## src/rtl/aoi_pkg.sv

```systemverilog
// aoi_pkg: shared declarations for the pipelined AND-OR-INVERT evaluator.
//   sweep_state_t : self-sweep controller states
//   DRAIN_CYCLES  : cycles spent in DRAIN while the last sweep results retire
//   aoi_ref()     : reference AOI evaluation for benches (not used by RTL)
package aoi_pkg;

  typedef enum logic [1:0] {
    IDLE  = 2'd0,
    RUN   = 2'd1,
    DRAIN = 2'd2,
    DONE  = 2'd3
  } sweep_state_t;

  localparam int DRAIN_CYCLES = 2;

  // Reference result: y = ~(OR over enabled groups of AND over group bits).
  // Widths are generous so any practical GROUPS/GWIDTH fits.
  function automatic logic aoi_ref(input logic [63:0] a,
                                   input logic [63:0] mask,
                                   input int          groups,
                                   input int          gwidth);
    logic all_set;
    for (int g = 0; g < groups; g++) begin
      all_set = 1'b1;
      for (int b = 0; b < gwidth; b++) begin
        if (!a[g*gwidth + b]) all_set = 1'b0;
      end
      if (mask[g] && all_set) return 1'b0;
    end
    return 1'b1;
  endfunction

endpackage

```

## src/rtl/aoi_pipe_array_if.sv

```systemverilog
// aoi_pipe_array_if: streaming bus of the AOI evaluator.
//   in_valid/in_ready : input handshake, a + group_mask travel with it
//   out_valid/out_ready : output handshake, y travels with it
// Modports: master = stream source/sink (bench side), slave = evaluator side.
interface aoi_pipe_array_if #(
  parameter int GROUPS = 5,
  parameter int GWIDTH = 2
);
  logic                       in_valid;
  logic                       in_ready;
  logic [GROUPS*GWIDTH-1:0]   a;
  logic [GROUPS-1:0]          group_mask;
  logic                       out_valid;
  logic                       out_ready;
  logic                       y;

  modport master (
    output in_valid, a, group_mask, out_ready,
    input  in_ready, out_valid, y
  );

  modport slave (
    input  in_valid, a, group_mask, out_ready,
    output in_ready, out_valid, y
  );
endinterface

```

## src/rtl/aoi_term_stage.sv

```systemverilog
// aoi_term_stage: stage 1 of the AOI pipeline.
// Computes the masked per-group AND terms and registers them with a valid bit.
//   clk, rst   : clock, synchronous active-high reset
//   en         : stage advance; when low the register holds
//   load_valid : the word on a/mask is real data this cycle
//   a, mask    : input bits and per-group enables
//   terms      : registered masked AND terms (one per group)
//   valid      : registered valid
module aoi_term_stage #(
  parameter int GROUPS = 5,
  parameter int GWIDTH = 2
) (
  input  logic                     clk,
  input  logic                     rst,
  input  logic                     en,
  input  logic                     load_valid,
  input  logic [GROUPS*GWIDTH-1:0] a,
  input  logic [GROUPS-1:0]        mask,
  output logic [GROUPS-1:0]        terms,
  output logic                     valid
);

  logic [GROUPS-1:0] terms_next;
  logic [GROUPS-1:0] terms_reg;
  logic              valid_reg;

  // A disabled group contributes a 0 AND term, so it can never pull y low.
  generate
    for (genvar gi = 0; gi < GROUPS; gi++) begin : g_term
      assign terms_next[gi] = mask[gi] & (&a[gi*GWIDTH +: GWIDTH]);
    end
  endgenerate

  always_ff @(posedge clk) begin
    if (rst) begin
      terms_reg <= '0;
      valid_reg <= 1'b0;
    end else if (en) begin
      valid_reg <= load_valid;
      if (load_valid) terms_reg <= terms_next;
    end
  end

  assign terms = terms_reg;
  assign valid = valid_reg;

endmodule

```

## src/rtl/aoi_pipe_array.sv

```systemverilog
// aoi_pipe_array: two-stage pipelined AND-OR-INVERT evaluator,
// y = ~(OR over groups of AND over each group's GWIDTH bits), with a
// per-group enable mask and valid/ready streaming.
//   clk, rst    : clock, synchronous active-high reset
//   bus (slave) : in_valid/in_ready/a/group_mask, out_valid/out_ready/y
//   sweep_start : request an exhaustive on-chip sweep of all 2^N patterns
//   sweep_busy  : sweep in RUN or DRAIN
//   sweep_done  : one-cycle pulse after the sweep completes
//   ones_count  : number of patterns with y=1 in the last sweep
// Build option: AOI_SWEEP_EN builds the sweep controller, pattern counter
// and ones counter. Without it the sweep outputs are tied to 0 and
// sweep_start is ignored; the streaming path is identical.
module aoi_pipe_array
  import aoi_pkg::*;
#(
  parameter int GROUPS = 5,
  parameter int GWIDTH = 2
) (
  input  logic                   clk,
  input  logic                   rst,
  aoi_pipe_array_if.slave        bus,
  input  logic                   sweep_start,
  output logic                   sweep_busy,
  output logic                   sweep_done,
  output logic [GROUPS*GWIDTH:0] ones_count
);

  localparam int N = GROUPS * GWIDTH;

  logic              advance;
  logic              accept;
  logic              sweep_go;     // sweep start accepted this cycle
  logic              run_feed;     // sweep owns the stage-1 input this cycle
  logic [N-1:0]      feed_a;
  logic [GROUPS-1:0] feed_mask;
  logic              s1_sweep;     // stage-1 word came from the sweep

  logic [N-1:0]      s1_a;
  logic [GROUPS-1:0] s1_mask;
  logic              s1_load_valid;
  logic [GROUPS-1:0] terms;
  logic              s1_valid;

  logic              out_valid_reg;
  logic              y_reg;

  // Both stages move together; a stalled output freezes the whole pipe.
  assign advance      = ~out_valid_reg | bus.out_ready;
  // A sweep start wins over an input offered in the same cycle.
  assign bus.in_ready = advance & ~sweep_busy & ~rst & ~sweep_go;
  assign accept       = bus.in_valid & bus.in_ready;

  // Stage-1 input mux: sweep patterns or external words.
  assign s1_a          = run_feed ? feed_a    : bus.a;
  assign s1_mask       = run_feed ? feed_mask : bus.group_mask;
  assign s1_load_valid = run_feed | accept;

  aoi_term_stage #(
    .GROUPS (GROUPS),
    .GWIDTH (GWIDTH)
  ) u_term_stage (
    .clk        (clk),
    .rst        (rst),
    .en         (advance),
    .load_valid (s1_load_valid),
    .a          (s1_a),
    .mask       (s1_mask),
    .terms      (terms),
    .valid      (s1_valid)
  );

  // Stage 2 (streaming): only external words reach out_valid/y, so sweep
  // traffic never appears on the output handshake.
  always_ff @(posedge clk) begin
    if (rst) begin
      out_valid_reg <= 1'b0;
      y_reg         <= 1'b0;
    end else if (advance) begin
      out_valid_reg <= s1_valid & ~s1_sweep;
      if (s1_valid & ~s1_sweep) y_reg <= ~|terms;
    end
  end

  assign bus.out_valid = out_valid_reg;
  assign bus.y         = y_reg;

`ifdef AOI_SWEEP_EN

  sweep_state_t      state_reg, state_next;
  logic [N-1:0]      pattern_reg, pattern_next;
  logic [GROUPS-1:0] mask_reg, mask_next;
  logic [N:0]        ones_reg, ones_next;
  logic [1:0]        drain_reg, drain_next;
  logic              s1_sweep_reg;
  logic              s2_sweep_valid_reg;
  logic              s2_sweep_y_reg;
  logic              done_reg;
  logic              pipe_empty;

  // A sweep may only start once no streaming or sweep word is in flight.
  assign pipe_empty = ~s1_valid & ~out_valid_reg & ~s2_sweep_valid_reg;

  always_comb begin
    state_next   = state_reg;
    pattern_next = pattern_reg;
    mask_next    = mask_reg;
    ones_next    = ones_reg;
    drain_next   = drain_reg;
    sweep_go     = 1'b0;
    run_feed     = 1'b0;

    // Count each retired sweep result with y=1. Cannot overflow: at most
    // 2^N results and the counter is N+1 bits.
    if (s2_sweep_valid_reg && s2_sweep_y_reg) ones_next = ones_reg + 1'b1;

    case (state_reg)
      IDLE: begin
        if (sweep_start && pipe_empty && !rst) begin
          sweep_go     = 1'b1;
          state_next   = RUN;
          pattern_next = '0;
          mask_next    = bus.group_mask;
          ones_next    = '0;
        end
      end
      RUN: begin
        run_feed     = 1'b1;
        pattern_next = pattern_reg + 1'b1;
        if (pattern_reg == '1) begin
          state_next = DRAIN;
          drain_next = '0;
        end
      end
      DRAIN: begin
        if (drain_reg == 2'(DRAIN_CYCLES - 1)) state_next = DONE;
        else                                   drain_next = drain_reg + 1'b1;
      end
      DONE: begin
        state_next = IDLE;
      end
      default: begin
        state_next = IDLE;
      end
    endcase
  end

  always_ff @(posedge clk) begin
    if (rst) begin
      state_reg          <= IDLE;
      pattern_reg        <= '0;
      mask_reg           <= '0;
      ones_reg           <= '0;
      drain_reg          <= '0;
      s1_sweep_reg       <= 1'b0;
      s2_sweep_valid_reg <= 1'b0;
      s2_sweep_y_reg     <= 1'b0;
      done_reg           <= 1'b0;
    end else begin
      state_reg   <= state_next;
      pattern_reg <= pattern_next;
      mask_reg    <= mask_next;
      ones_reg    <= ones_next;
      drain_reg   <= drain_next;
      // Registered so the pulse lands after the last result has been counted.
      done_reg    <= (state_reg == DONE);
      if (advance) begin
        s1_sweep_reg       <= run_feed;
        s2_sweep_valid_reg <= s1_valid & s1_sweep_reg;
        s2_sweep_y_reg     <= ~|terms;
      end
    end
  end

  assign feed_a     = pattern_reg;
  assign feed_mask  = mask_reg;
  assign s1_sweep   = s1_sweep_reg;
  assign sweep_busy = (state_reg == RUN) || (state_reg == DRAIN);
  assign sweep_done = done_reg;
  assign ones_count = ones_reg;

`else

  logic unused_sweep_start;

  assign unused_sweep_start = sweep_start;
  assign sweep_go           = 1'b0;
  assign run_feed           = 1'b0;
  assign feed_a             = '0;
  assign feed_mask          = '0;
  assign s1_sweep           = 1'b0;
  assign sweep_busy         = 1'b0;
  assign sweep_done         = 1'b0;
  assign ones_count         = '0;

`endif

endmodule

```

## src/flat_wrapper.sv

```systemverilog
// flat-port wrapper written by rule: the top's interface ports become plain ports
module aoi_pipe_array_flat import aoi_pkg::*;
#(
  parameter int GROUPS = 5,
  parameter int GWIDTH = 2
)
  (clk, rst, sweep_start, sweep_busy, sweep_done, ones_count, bus_in_valid, bus_a, bus_group_mask, bus_out_ready, bus_in_ready, bus_out_valid, bus_y);
  aoi_pipe_array_if #(.GROUPS(GROUPS), .GWIDTH(GWIDTH)) bus_i ();
  input  logic clk;
  input  logic rst;
  input  logic sweep_start;
  output logic sweep_busy;
  output logic sweep_done;
  output logic [GROUPS*GWIDTH:0] ones_count;
  input wire logic [$bits(bus_i.in_valid)-1:0] bus_in_valid;
  input wire logic [$bits(bus_i.a)-1:0] bus_a;
  input wire logic [$bits(bus_i.group_mask)-1:0] bus_group_mask;
  input wire logic [$bits(bus_i.out_ready)-1:0] bus_out_ready;
  output wire logic [$bits(bus_i.in_ready)-1:0] bus_in_ready;
  output wire logic [$bits(bus_i.out_valid)-1:0] bus_out_valid;
  output wire logic [$bits(bus_i.y)-1:0] bus_y;
  assign bus_i.in_valid = bus_in_valid;
  assign bus_i.a = bus_a;
  assign bus_i.group_mask = bus_group_mask;
  assign bus_i.out_ready = bus_out_ready;
  assign bus_in_ready = bus_i.in_ready;
  assign bus_out_valid = bus_i.out_valid;
  assign bus_y = bus_i.y;
  aoi_pipe_array #(.GROUPS(GROUPS), .GWIDTH(GWIDTH)) u_core (.clk(clk), .rst(rst), .bus(bus_i), .sweep_start(sweep_start), .sweep_busy(sweep_busy), .sweep_done(sweep_done), .ones_count(ones_count));
endmodule
```

## config.mk

```make
export PLATFORM = sky130hd
export DESIGN_NAME = aoi_pipe_array_flat
export DESIGN_NICKNAME = d
export VERILOG_FILES = /design/src/rtl/aoi_pkg.sv /design/src/rtl/aoi_pipe_array_if.sv /design/src/rtl/aoi_term_stage.sv /design/src/rtl/aoi_pipe_array.sv /design/src/flat_wrapper.sv
export SDC_FILE = /design/constraint.sdc
export NUM_CORES = 1
export LEC_CHECK = 0
export ABC_AREA = 1
export CORE_AREA = 2 2 39 41
export CTS_BUF_LIST = sky130_fd_sc_hd__clkbuf_2 sky130_fd_sc_hd__clkbuf_4 sky130_fd_sc_hd__clkbuf_8
export CTS_CLUSTER_SIZE = 12
export DETAILED_ROUTE_END_ITERATION = 10
export DIE_AREA = 0 0 41 43
export DONT_BUFFER_PORTS = 1
export SLEW_MARGIN = 40
export SYNTH_ARGS = -nofsm -noshare
export SYNTH_HDL_FRONTEND = slang
export SYNTH_SLANG_ARGS = --single-unit
```

## constraint.sdc

```tcl
create_clock -name clk -period 1 [get_ports clk]
set_input_delay 0.3 -clock clk [delete_from_list [all_inputs] [get_ports clk]]
set_output_delay 0.3 -clock clk [all_outputs]
set_load 0.02 [all_outputs]
```

; Word level (Yosys, flattened, before mapping)
; Index checks and enable logic that the tools add are counted.
[word_totals]
ff_bits = 8
elab_cells = 23
[op_classes]
bitwise_logic = 10
reduce_logical = 9
[op_table]
columns = op, count
row1 = 2-bit AND reduction, 7
row2 = 1-bit bitwise AND, 7
row3 = 5-bit OR reduction, 1
row4 = 1-bit NOT, 2
row5 = 1-bit zero test, 1
row6 = 1-bit bitwise OR, 1

; Depth between registers and ports, before layout
[depth]
depth_word = 5
depth_mapped = 7
depth_no_buf = 7

; Cells and area by module
; A second synthesis with hierarchy kept.
[hier_totals]
cells_unflattened = 81
area_unflattened_um2 = 535.5
[by_module_without_submodules]
columns = module, n_inst, cells_each, area_each_um2, seq_area_each_um2
row1 = aoi_term_stage, 1, 47, 296.5, 120.1
row2 = aoi_pipe_array, 1, 34, 239.0, 40.0

; Worst setup path after synthesis
; No wires, ideal clock.
[synth_path]
path_kind = register to output
from = reg u_core.out_valid_reg, in the netlist u_core.bus.out_valid
to = out bus_in_ready
arrival_ns = 0.761
required_ns = 0.700
setup_slack_ns = -0.061
stages_incl_launch_ff = 4
path_cell_list = dfxtp_1 -> inv_1 -> nor2_1 -> nor2_2
[synth_via]
elab_chain_len = 3
[synth_rtl]
columns = item, line
row1 = "start, declared", aoi_pipe_array.sv:44  ; logic out_valid_reg;
row2 = "start signal, assigned", aoi_pipe_array.sv:79  ; out_valid_reg <= s1_valid & ~s1_sweep;
row3 = 1-bit NOT, aoi_pipe_array.sv:48  ; assign advance = ~out_valid_reg | bus.out_ready;
row4 = 1-bit bitwise OR, aoi_pipe_array.sv:48
row5 = 1-bit bitwise AND, aoi_pipe_array.sv:50  ; assign bus.in_ready = advance & ~sweep_busy & ~rst & ~sweep_go;
row6 = "end, declared", flat_wrapper.sv:19  ; output wire logic [$bits(bus_i.in_ready)-1:0] bus_in_ready;
; Every way passes these cells.

; Final worst setup path
; Ends and elaborated chain as after synthesis.

==> impl_metrics.tcl <==
set metrics [dict create \
    grt_max_degree 8 \
    die_h_um 43 \
    postRouteWirelength_um 717 \
    hold_slack_ns 0.102 \
    yosys.area.top_type "dfxtp_1" \
    p_leak_nw 0.251 \
    cap_violations 0 \
    grt_setup_unrepaired "true" \
    cts.reportedPaths.clkPinSlew_ns 0.05 \
    worst-path-buf-inv 1 \
    place_congestion 0.709 \
    synthesis.area_um2 468 \
    synthAdderAreaFrac 0 \
    switching_share 0.288 \
    fin_crit_ns 1.18 \
    largest_register_ffs 5 \
    io_buffers 0 \
    seq_area_frac_synth 0.342 \
    p_seq_frac 0.489 \
    synth_top_cell_area_share 0.342 \
    synth_top_family_by_area "simple AND/OR/NAND/NOR gates" \
    synth_mux_area_frac 0 \
    postSynthAreaPerCell_um2 7.31 \
    violations "negative setup slack" \
    clk_latency_ns 0.25 \
    yosysWarnings 0 \
    cp-end-kind "primary output" \
    ys_ff_latch 8 \
    critPathArrivalTime_ns 0.88 \
    fin_util 0.357 \
    wire_per_inst_um 8.54 \
    fmax_mhz 848 \
    root_buffer "clkbuf_4" \
    die_area_um2 1760 \
    htreeDepth 1 \
    yosys-top-cells-area "dfxtp_1 34%, buf_4 21%, nand3_1 12%, nand3b_1 8.0%, nand2_1 7.2%" \
    synthCells 64 \
    cp_max_fo 6 \
    finClkSkew_ns 0.00174 \
    nets 90 \
    rows 14 \
    cp.required_ns 0.70 \
    cp_slowest_stage_delay_ns 0.32 \
    start_util 0.338 \
    die_w_um 41 \
    dp_slack_ns 0.0609 \
    status "complete, but fails checks" \
    stdcell_area_um2 494 \
    grt_pass1_vias 283 \
    placed_area_um2 449 \
    ios 36 \
    antenna_cells 0 \
    finalSetupTns_ns -0.299 \
    power_switching_mw 0.204 \
    drc 0 \
    first_iter_violations 7 \
    viasPerCell 4.26 \
    coreArea_um2 1380 \
    crit_chain "inv_2 -> nor2_2 -> nor2_4" \
    grt_use_total 0.0995 \
    clockPowerShare 0.344 \
    crit_family "flip-flops" \
    antenna_found_initial 0 \
    ant_nets 0 \
    drive_above_1_share 0.191 \
    crit_type "reg -> out" \
    clk_path_buf_depth 2 \
    area_delta_synth_final_pct 5.61 \
    combPwrFrac 0.166 \
    fin_ws_ns -0.179 \
    synth_compound_area_frac 0.0267 \
    setup_viol 2 \
    cts_buffers 3 \
    drv_slew 0 \
    powerDensity_nw_per_um2 1430 \
    place_hpwl_um 546 \
    grt_overflow_total 0 \
    drtPass1Iterations 4 \
    synth.distinct_cells 14 \
    clock-sinks 8 \
    p_int_mw 0.504 \
    slowest_stage "dfxtp_2" \
    cts_tree "done" \
    hold_viol 0 \
    worstHoldPathType "in -> reg" \
    yosys.area_share.simple 0.350 \
    startpoint_type "flip-flop" \
    ir_worst_vdd_mv 0.836 \
    synth_xor_area_frac 0 \
    grt_pass1_wl_mm 1.12 \
    via_count 358 \
    fin_crit_sh 1.18 \
]
-- layout make-up --
class / instances / area [um^2]
multi-input cells: 47 / 240
clock buffers: 3 / 22.5
inverters: 8 / 30.0
fillers: 152 / 890
well taps: 16 / 20.0
flip-flops and latches: 8 / 163
repair buffers: 2 / 18.8
-- what timing repair did --
item	in CTS	in global routing
resized for setup	4	1
buffers inserted	1	0
hold buffers	0	0
endpoints found under the setup margin	3	3
pin swaps	1	1
-- placed cells by master (no fill, tap or decap) --
cell / count
conb_1: 13
nand3_1: 11
nand2_1: 9
inv_1: 6
dfxtp_1: 6
nand3b_1: 5
nor2_1: 3
clkbuf_4: 3
inv_2: 2
dfxtp_2: 2
nor2_2: 1
nor2_4: 1
nand2_2: 1
nand3_4: 1
o31ai_1: 1
a21oi_1: 1
buf_6: 1
buf_4: 1
-- stage by stage --
stage	instances	total power, mW
final	84	0.708
after global routing	84	0.763
after CTS	84	0.720
after detailed placement	80	0.460
after global placement	80	0.460
after floorplan	76	0.486
-- worst register-to-register path: cells and delay by family, from the launching register on --
family / cells / cell delay (ns)
flip-flops: 1 / 0.32
AND/OR/NAND/NOR: 4 / 0.26
buffers and inverters: 3 / 0.22
-- final timing paths --
check,start,end,cells past startpoint,slack [ns]
max,u_core.bus.out_valid,bus_in_ready,3,-0.18
min,rst,u_core.bus.out_valid,1,0.10
max reg2reg,u_core.bus.out_valid,u_core.bus.y,7,0.09
min reg2reg,u_core.u_term_stage.terms[0],u_core.u_term_stage.terms[0],2,0.47
-- power by group through the flow --
stage | clock, mW | sequential, mW | combinational, mW
after floorplan | 0 | 0.355 | 0.131
after global placement | 0 | 0.353 | 0.107
after detailed placement | 0 | 0.354 | 0.107
after CTS | 0.259 | 0.347 | 0.114
after global routing | 0.282 | 0.348 | 0.133
final | 0.244 | 0.347 | 0.118
-- synth_stat cells, drive strengths merged --
library cell,count
a21oi,1
nand2,10
inv,8
conb,1
nor2,5
nand3,12
dfxtp,8
o31ai,1
nand3b,5
buf,13
-- logic make-up after synthesis --
logic type	after synthesis
AND/OR/NAND/NOR	32
buffers and inverters	21
flip-flops	8
AO/OA/AOI/OAI	2
other	1
-- routing by layer --
layer | part of all wire | vias to the layer above | track usage
li1 | - | 186 | -
met1 | 0.42 | 144 | 0.126
met2 | 0.42 | 28 | 0.122
met3 | 0.16 | 0 | 0.0785
met4 | 0 | 0 | 0.0400
met5 | 0 | - | 0
Note: power is estimated with default switching activity, not from simulation.
